===== config.mk =====
export PLATFORM = sky130hd
export DESIGN_NAME = sobel_window_gen
export DESIGN_NICKNAME = d
export VERILOG_FILES = /design/src/rtl/sobel_window_gen_pkg.sv /design/src/rtl/sobel_line_delay.sv /design/src/rtl/sobel_window_gen.sv
export SDC_FILE = /design/constraint.sdc
export NUM_CORES = 1
export LEC_CHECK = 0
export CORE_MARGIN = 2
export CORE_UTILIZATION = 45
export DETAILED_ROUTE_END_ITERATION = 10
export PLACE_DENSITY = 0.69
export SLEW_MARGIN = 20
export SYNTH_ARGS = -nofsm -noshare
export SYNTH_HDL_FRONTEND = slang
export SYNTH_SLANG_ARGS = --single-unit

===== constraint.sdc =====
create_clock -name clk_i -period 23 [get_ports clk_i]
set_input_delay 4.6 -clock clk_i [delete_from_list [all_inputs] [get_ports clk_i]]
set_output_delay 4.6 -clock clk_i [all_outputs]
set_load 0.05 [all_outputs]

===== src/rtl/sobel_window_gen_pkg.sv =====
// Shared types and constants for the Sobel 3x3 window generator.
package sobel_window_gen_pkg;

    localparam int unsigned MAX_PIXEL_BITS = 8;

    typedef enum logic [1:0] {
        IDLE   = 2'd0,
        FILL   = 2'd1,
        STREAM = 2'd2
    } win_state_t;

    // Window element index k = 3*row + col (row 0 oldest, col 0 oldest)
    localparam int unsigned WIN_TL = 0;
    localparam int unsigned WIN_TC = 1;
    localparam int unsigned WIN_TR = 2;
    localparam int unsigned WIN_ML = 3;
    localparam int unsigned WIN_MC = 4;
    localparam int unsigned WIN_MR = 5;
    localparam int unsigned WIN_BL = 6;
    localparam int unsigned WIN_BC = 7;
    localparam int unsigned WIN_BR = 8;

endpackage


===== src/rtl/sobel_line_delay.sv =====
// Enable-gated shift-register delay line: o_dout is the sample pushed DEPTH enables ago.
module sobel_line_delay #(
    parameter int unsigned DEPTH = 8,
    parameter int unsigned WIDTH = 8
) (
    input  logic             i_clk,
    input  logic             i_reset,
    input  logic             i_en,
    input  logic [WIDTH-1:0] i_din,
    output logic [WIDTH-1:0] o_dout
);

    logic [WIDTH-1:0] r_taps [DEPTH];

    // Shift one position per enabled cycle
    always_ff @(posedge i_clk or posedge i_reset) begin
        if (i_reset) begin
            for (int unsigned i = 0; i < DEPTH; i++) begin
                r_taps[i] <= '0;
            end
        end else if (i_en) begin
            r_taps[0] <= i_din;
            for (int unsigned i = 1; i < DEPTH; i++) begin
                r_taps[i] <= r_taps[i-1];
            end
        end
    end

    assign o_dout = r_taps[DEPTH-1];

endmodule


===== src/rtl/sobel_window_gen.sv =====
// Streaming 3x3 window generator for the Sobel kernel; interior pixels only.
// Optional sticky frame_err_o output enabled by defining SOBEL_WIN_FRAME_ERR_EN.
module sobel_window_gen
    import sobel_window_gen_pkg::*;
#(
    parameter int unsigned IMG_WIDTH  = 8,
    parameter int unsigned IMG_HEIGHT = 8
) (
    input  logic                        clk_i,
    input  logic                        reset_i,
    input  logic                        start_i,
    input  logic                        px_rdy_i,
    input  logic [MAX_PIXEL_BITS-1:0]   in_pixel_i,
    output logic [9*MAX_PIXEL_BITS-1:0] window_o,
    output logic                        window_rdy_o,
    output logic                        frame_done_o,
`ifdef SOBEL_WIN_FRAME_ERR_EN
    output logic                        frame_err_o,
`endif
    output logic                        busy_o
);

    localparam int unsigned PW    = MAX_PIXEL_BITS;
    localparam int unsigned COL_W = $clog2(IMG_WIDTH);
    localparam int unsigned ROW_W = $clog2(IMG_HEIGHT);

    win_state_t       r_state;
    logic [COL_W-1:0] r_col;
    logic [ROW_W-1:0] r_row;
    logic [PW-1:0]    r_win [3][3];

    logic [PW-1:0]    w_a_out;
    logic [PW-1:0]    w_b_out;
    logic [PW-1:0]    w_new [3];
    logic [9*PW-1:0]  w_win_next;
    logic             w_accept;
    logic             w_col_last;
    logic             w_row_last;
    logic             w_interior;

    assign w_accept   = px_rdy_i && !start_i && (r_state != IDLE);
    assign w_col_last = (r_col == COL_W'(IMG_WIDTH - 1));
    assign w_row_last = (r_row == ROW_W'(IMG_HEIGHT - 1));
    assign w_interior = (r_row >= ROW_W'(2)) && (r_col >= COL_W'(2));

    sobel_line_delay #(.DEPTH(IMG_WIDTH), .WIDTH(PW)) u_line_a (
        .i_clk   (clk_i),
        .i_reset (reset_i),
        .i_en    (w_accept),
        .i_din   (in_pixel_i),
        .o_dout  (w_a_out)
    );

    sobel_line_delay #(.DEPTH(IMG_WIDTH), .WIDTH(PW)) u_line_b (
        .i_clk   (clk_i),
        .i_reset (reset_i),
        .i_en    (w_accept),
        .i_din   (w_a_out),
        .o_dout  (w_b_out)
    );

    // Window contents after the shift caused by the current pixel
    always_comb begin
        w_new[0]   = w_b_out;
        w_new[1]   = w_a_out;
        w_new[2]   = in_pixel_i;
        w_win_next = '0;
        w_win_next[WIN_TL*PW +: PW] = r_win[0][1];
        w_win_next[WIN_TC*PW +: PW] = r_win[0][2];
        w_win_next[WIN_TR*PW +: PW] = w_new[0];
        w_win_next[WIN_ML*PW +: PW] = r_win[1][1];
        w_win_next[WIN_MC*PW +: PW] = r_win[1][2];
        w_win_next[WIN_MR*PW +: PW] = w_new[1];
        w_win_next[WIN_BL*PW +: PW] = r_win[2][1];
        w_win_next[WIN_BC*PW +: PW] = r_win[2][2];
        w_win_next[WIN_BR*PW +: PW] = w_new[2];
    end

    // Column shift registers: one per window row, oldest column at index 0
    always_ff @(posedge clk_i or posedge reset_i) begin
        if (reset_i) begin
            for (int r = 0; r < 3; r++) begin
                for (int c = 0; c < 3; c++) begin
                    r_win[r][c] <= '0;
                end
            end
        end else if (w_accept) begin
            for (int r = 0; r < 3; r++) begin
                r_win[r][0] <= r_win[r][1];
                r_win[r][1] <= r_win[r][2];
                r_win[r][2] <= w_new[r];
            end
        end
    end

    // Frame FSM, raster counters and registered output strobes
    always_ff @(posedge clk_i or posedge reset_i) begin
        if (reset_i) begin
            r_state      <= IDLE;
            r_col        <= '0;
            r_row        <= '0;
            window_o     <= '0;
            window_rdy_o <= 1'b0;
            frame_done_o <= 1'b0;
            busy_o       <= 1'b0;
        end else begin
            window_rdy_o <= 1'b0;
            frame_done_o <= 1'b0;
            if (start_i) begin
                r_state <= FILL;
                r_col   <= '0;
                r_row   <= '0;
                busy_o  <= 1'b1;
            end else if (w_accept) begin
                if (w_interior) begin
                    window_o     <= w_win_next;
                    window_rdy_o <= 1'b1;
                end
                if (w_col_last) begin
                    r_col <= '0;
                    r_row <= r_row + ROW_W'(1);
                end else begin
                    r_col <= r_col + COL_W'(1);
                end
                case (r_state)
                    FILL: begin
                        if (w_col_last && (r_row == ROW_W'(1))) begin
                            r_state <= STREAM;
                        end
                    end
                    STREAM: begin
                        if (w_col_last && w_row_last) begin
                            r_state      <= IDLE;
                            r_col        <= '0;
                            r_row        <= '0;
                            frame_done_o <= 1'b1;
                            busy_o       <= 1'b0;
                        end
                    end
                    default: begin
                    end
                endcase
            end
        end
    end

`ifdef SOBEL_WIN_FRAME_ERR_EN
    // Sticky error: aborted frame or stray pixel; cleared by a clean start
    always_ff @(posedge clk_i or posedge reset_i) begin
        if (reset_i) begin
            frame_err_o <= 1'b0;
        end else if (start_i) begin
            frame_err_o <= (r_state != IDLE);
        end else if (px_rdy_i && (r_state == IDLE)) begin
            frame_err_o <= 1'b1;
        end
    end
`endif

endmodule


==> impl_metrics.toml <==
[synth]
summed_instance_area_of_the_synthesized_netlist_sq_mm = 0.00900
synth-compound-area-share_pct = 1.04
synth.yosys.seq_area_share_pct = 63.1
synth-warning-count = 0
avgSynthCellArea_sq_um = 17.4
synthSimpleGateAreaFrac_pct = 1.42
post_synth_xor_area_fraction_pct = 0
synthesis.nets = 536
post_synth_inst_count = 516
arithmetic_cell_share_of_the_synthesized_area_counting_full_adders_half_adders_and_majority_gates_pct = 1.11
ys_ff_latch = 227
synth.area.mux_share_pct = 30.0
synth_cell_type_count = 27
synth_top_family_by_area = "multiplexers"

[power_and_ir_drop]
p_leak_nw = 4.91
power.ir.vdd_worst_mv = 0.0470
powerDensity_mw_per_mm2 = 96.8

[final_layout]
layout_commonest_cell = "sky130_fd_sc_hd__dfrtp_1"
nFillCells = 1558
final_cell_mix = "sky130_fd_sc_hd__dfrtp_1 (227), sky130_fd_sc_hd__mux2_2 (148), sky130_fd_sc_hd__clkdlybuf4s50_1 (86)"
layout.nets = 629
multi_input_comb_area_sq_mm = 0.00304
area_growth_syn_to_layout_pct = 19.1
number_of_diodes_added_for_antenna_fixing = 0
post-route-cell-area_sq_mm = 0.0107
layout.area.seq_sq_mm = 0.00568
final-instance-count-excl-fill = 888
layout-drive-gt1-share_pct = 42.1

[timing]
worst_slack_ns = 16.03
period_needed_ns = 6.97
setup_repair_after_global_routing_missed_its_margin = "false"
maxClockFrequency_ghz = 0.143
setup_tns_ns = 0
final_min_period_over_clock_period_pct = 30.3
drv_slew = 0
tightest_slew_ns = 0.968
setup_violations = 0
post_route_skew_ns = 0.00651
hold_violations = 0
relSlewSlack_pct = 35.5

[detailed_routing]
detail_route.iter0.violations = 250
ant_nets = 0
drt_drc_violations_left = 0
drt_first_pass_iters = 4
dr_total_vias = 4334
route.detailed.wl_per_inst_microns = 16.3
detail_route.wirelength_mm = 14.4
avgViaCountPerCell = 4.88

[place]
io_buffer_count = 86
post_detail_place_hpwl_mm = 9.01
routabilityCongestion = 0.689
standard_cell_area_after_detailed_placement_sq_mm = 0.0100
pre_cts_ws_ns = 15.49
place_inst = 849

[clocking]
clock_insertion_delay_worst_skew_ns = 0.49
max-clock-path-buffers = 3
clock_tree.root_cell = "sky130_fd_sc_hd__clkbuf_16"
cts-hold-fix-buffers = 0
cts_num_sinks = 227
clk_transition_reported_paths_ns = 0.06
tritoncts_clock_tree = "built"
postCtsSetupRepairBufs = 0
post_cts.resized_instances = 0
cts_htree_levels = 1
cts_inserted_buffers = 23

[worst_setup_path]
setup.worst_path.start = "start_i"
reg2reg_slack_ns = 20.28
regToRegEndpoint = "window_o[68]"
critical_path_class = "input pin to flip-flop"
startpoint_type = "input pin"
worst_setup_path_end_kind = "flip-flop"
worstPathArrival_ns = 7.35
critical_path.reg2reg.startpoint = "r_col[0]"
timing.reg2reg.worst_path_depth = 7
crit_path_max_fanout = 52
critPathRequiredTime_ns = 23.37

[run_status]
outcome = "completed"

[floorplanning]
top_level_ports = 87
area_of_the_placeable_core_sq_mm = 0.0195
floorplan.rows = 51
die-height_microns = 145
initial_utilization_pct = 46.1
floorplan.die_area_sq_mm = 0.0211
floorplan.die.width_microns = 145

[global_route]
pin_count_of_the_biggest_net_entering_global_routing = 105
globalRouteTotalUtil_pct = 14.0
vias_in_the_first_global_route = 4675
grt_pass1_wl_mm = 24.9
number_of_antenna_violations_at_the_first_check_in_global_routing = 0
grt_remaining_overflow = 0

[hold_path]
hold_start = "u_line_a.r_taps[17]"
min_path_type = "flip-flop to flip-flop"
depth_of_the_worst_hold_timing_path = 1
min_to = "u_line_a.r_taps[9]"

[flow_run]
drv_cap = 0
## per-layer routing
metal	track usage (%)	wire length [microns]
met1	20.6	7110
met2	20.7	6290
met3	3.10	686
met4	4.51	362
met5	0	0
## how the worst max path moves through the flow
| stage | endpoint | slack (ns) | cells after the start |
|---|---|---|---|
| 4_1_cts | window_o[68] | 16.03 | 6 |
| 2_1_floorplan | busy_o | 12.18 | 1 |
| 3_3_place_gp | window_o[69] | 15.61 | 6 |
| 5_1_grt | window_o[68] | 15.91 | 6 |
| 6_report | window_o[68] | 16.03 | 6 |
| 3_5_place_dp | window_o[68] | 15.49 | 6 |
## cells by family after synthesis
kind of cell / Yosys count
flops: 227
mux: 217
buf+inv: 32
simple gates: 19
compound gates: 13
fa+ha+maj: 8
## cell usage after synthesis
cell	n	area, sq um
sky130_fd_sc_hd__inv_1	7	26.3
sky130_fd_sc_hd__and2_1	2	12.5
sky130_fd_sc_hd__a32o_1	2	20.0
sky130_fd_sc_hd__ha_1	8	100
sky130_fd_sc_hd__o21ai_0	4	20.0
sky130_fd_sc_hd__buf_12	7	140
sky130_fd_sc_hd__mux2_4	69	1040
sky130_fd_sc_hd__nor2b_1	1	6.26
sky130_fd_sc_hd__a21oi_1	2	10.0
sky130_fd_sc_hd__mux2_2	148	1670
sky130_fd_sc_hd__nor2_1	4	15.0
sky130_fd_sc_hd__a21bo_2	1	10.0
sky130_fd_sc_hd__nor4_2	1	12.5
sky130_fd_sc_hd__nor2_2	1	6.26
sky130_fd_sc_hd__or2_2	1	6.26
sky130_fd_sc_hd__a31oi_1	1	6.26
sky130_fd_sc_hd__buf_4	10	75.1
sky130_fd_sc_hd__dfrtp_1	227	5680
sky130_fd_sc_hd__a22o_1	1	8.76
sky130_fd_sc_hd__a41o_1	1	10.0
sky130_fd_sc_hd__nor3_1	2	10.0
sky130_fd_sc_hd__nand4b_1	3	26.3
sky130_fd_sc_hd__a311oi_1	1	8.76
sky130_fd_sc_hd__nand2b_1	3	18.8
sky130_fd_sc_hd__nand2b_4	1	13.8
sky130_fd_sc_hd__buf_6	2	22.5
sky130_fd_sc_hd__buf_2	6	30.0
## report_power, final
part           internal [mW]  switching, mW
Combinational         0.0827         0.0406
Clock                  0.215          0.141
Sequential             0.498         0.0597
Total                  0.796          0.242
## critical path, cell delays in order
cell and delay (ns):
sky130_fd_sc_hd__clkdlybuf4s50_1 0.54, sky130_fd_sc_hd__nand2b_4 0.24, sky130_fd_sc_hd__nor4_4 0.25, sky130_fd_sc_hd__buf_4 0.41
sky130_fd_sc_hd__buf_4 0.79, sky130_fd_sc_hd__mux2_2 0.42
## flip-flops by register name, indices dropped and copies added (netlist names), 2 cells and up
name	cells
r_row	3
u_line_a.r_taps	56
u_line_b.o_dout	8
u_line_b.r_taps	56
u_line_a.o_dout	8
r_state	2
r_win	16
window_o	72
r_col	3
## final cells by class
class / count / area share, %
flip-flops and latches: 227 / 53.0
multi-input cells: 257 / 28.3
repair buffers: 93 / 8.52
clock buffers: 33 / 6.00
well taps: 265 / 3.09
clock inverters: 6 / 0.747
inverters: 7 / 0.315
## per-stage QoR
stage | util, % | hold slack, ns | power (mW)
after floorplan | - | 0.475 | 0.651
after global placement | 51.2 | 0.485 | 0.681
after detailed placement | 51.2 | 0.489 | 0.691
after CTS | 54.9 | 0.502 | 1.06
after global routing | 54.9 | 0.520 | 1.10
final | 54.9 | 0.499 | 1.04
(Power assumes the default switching activity.)
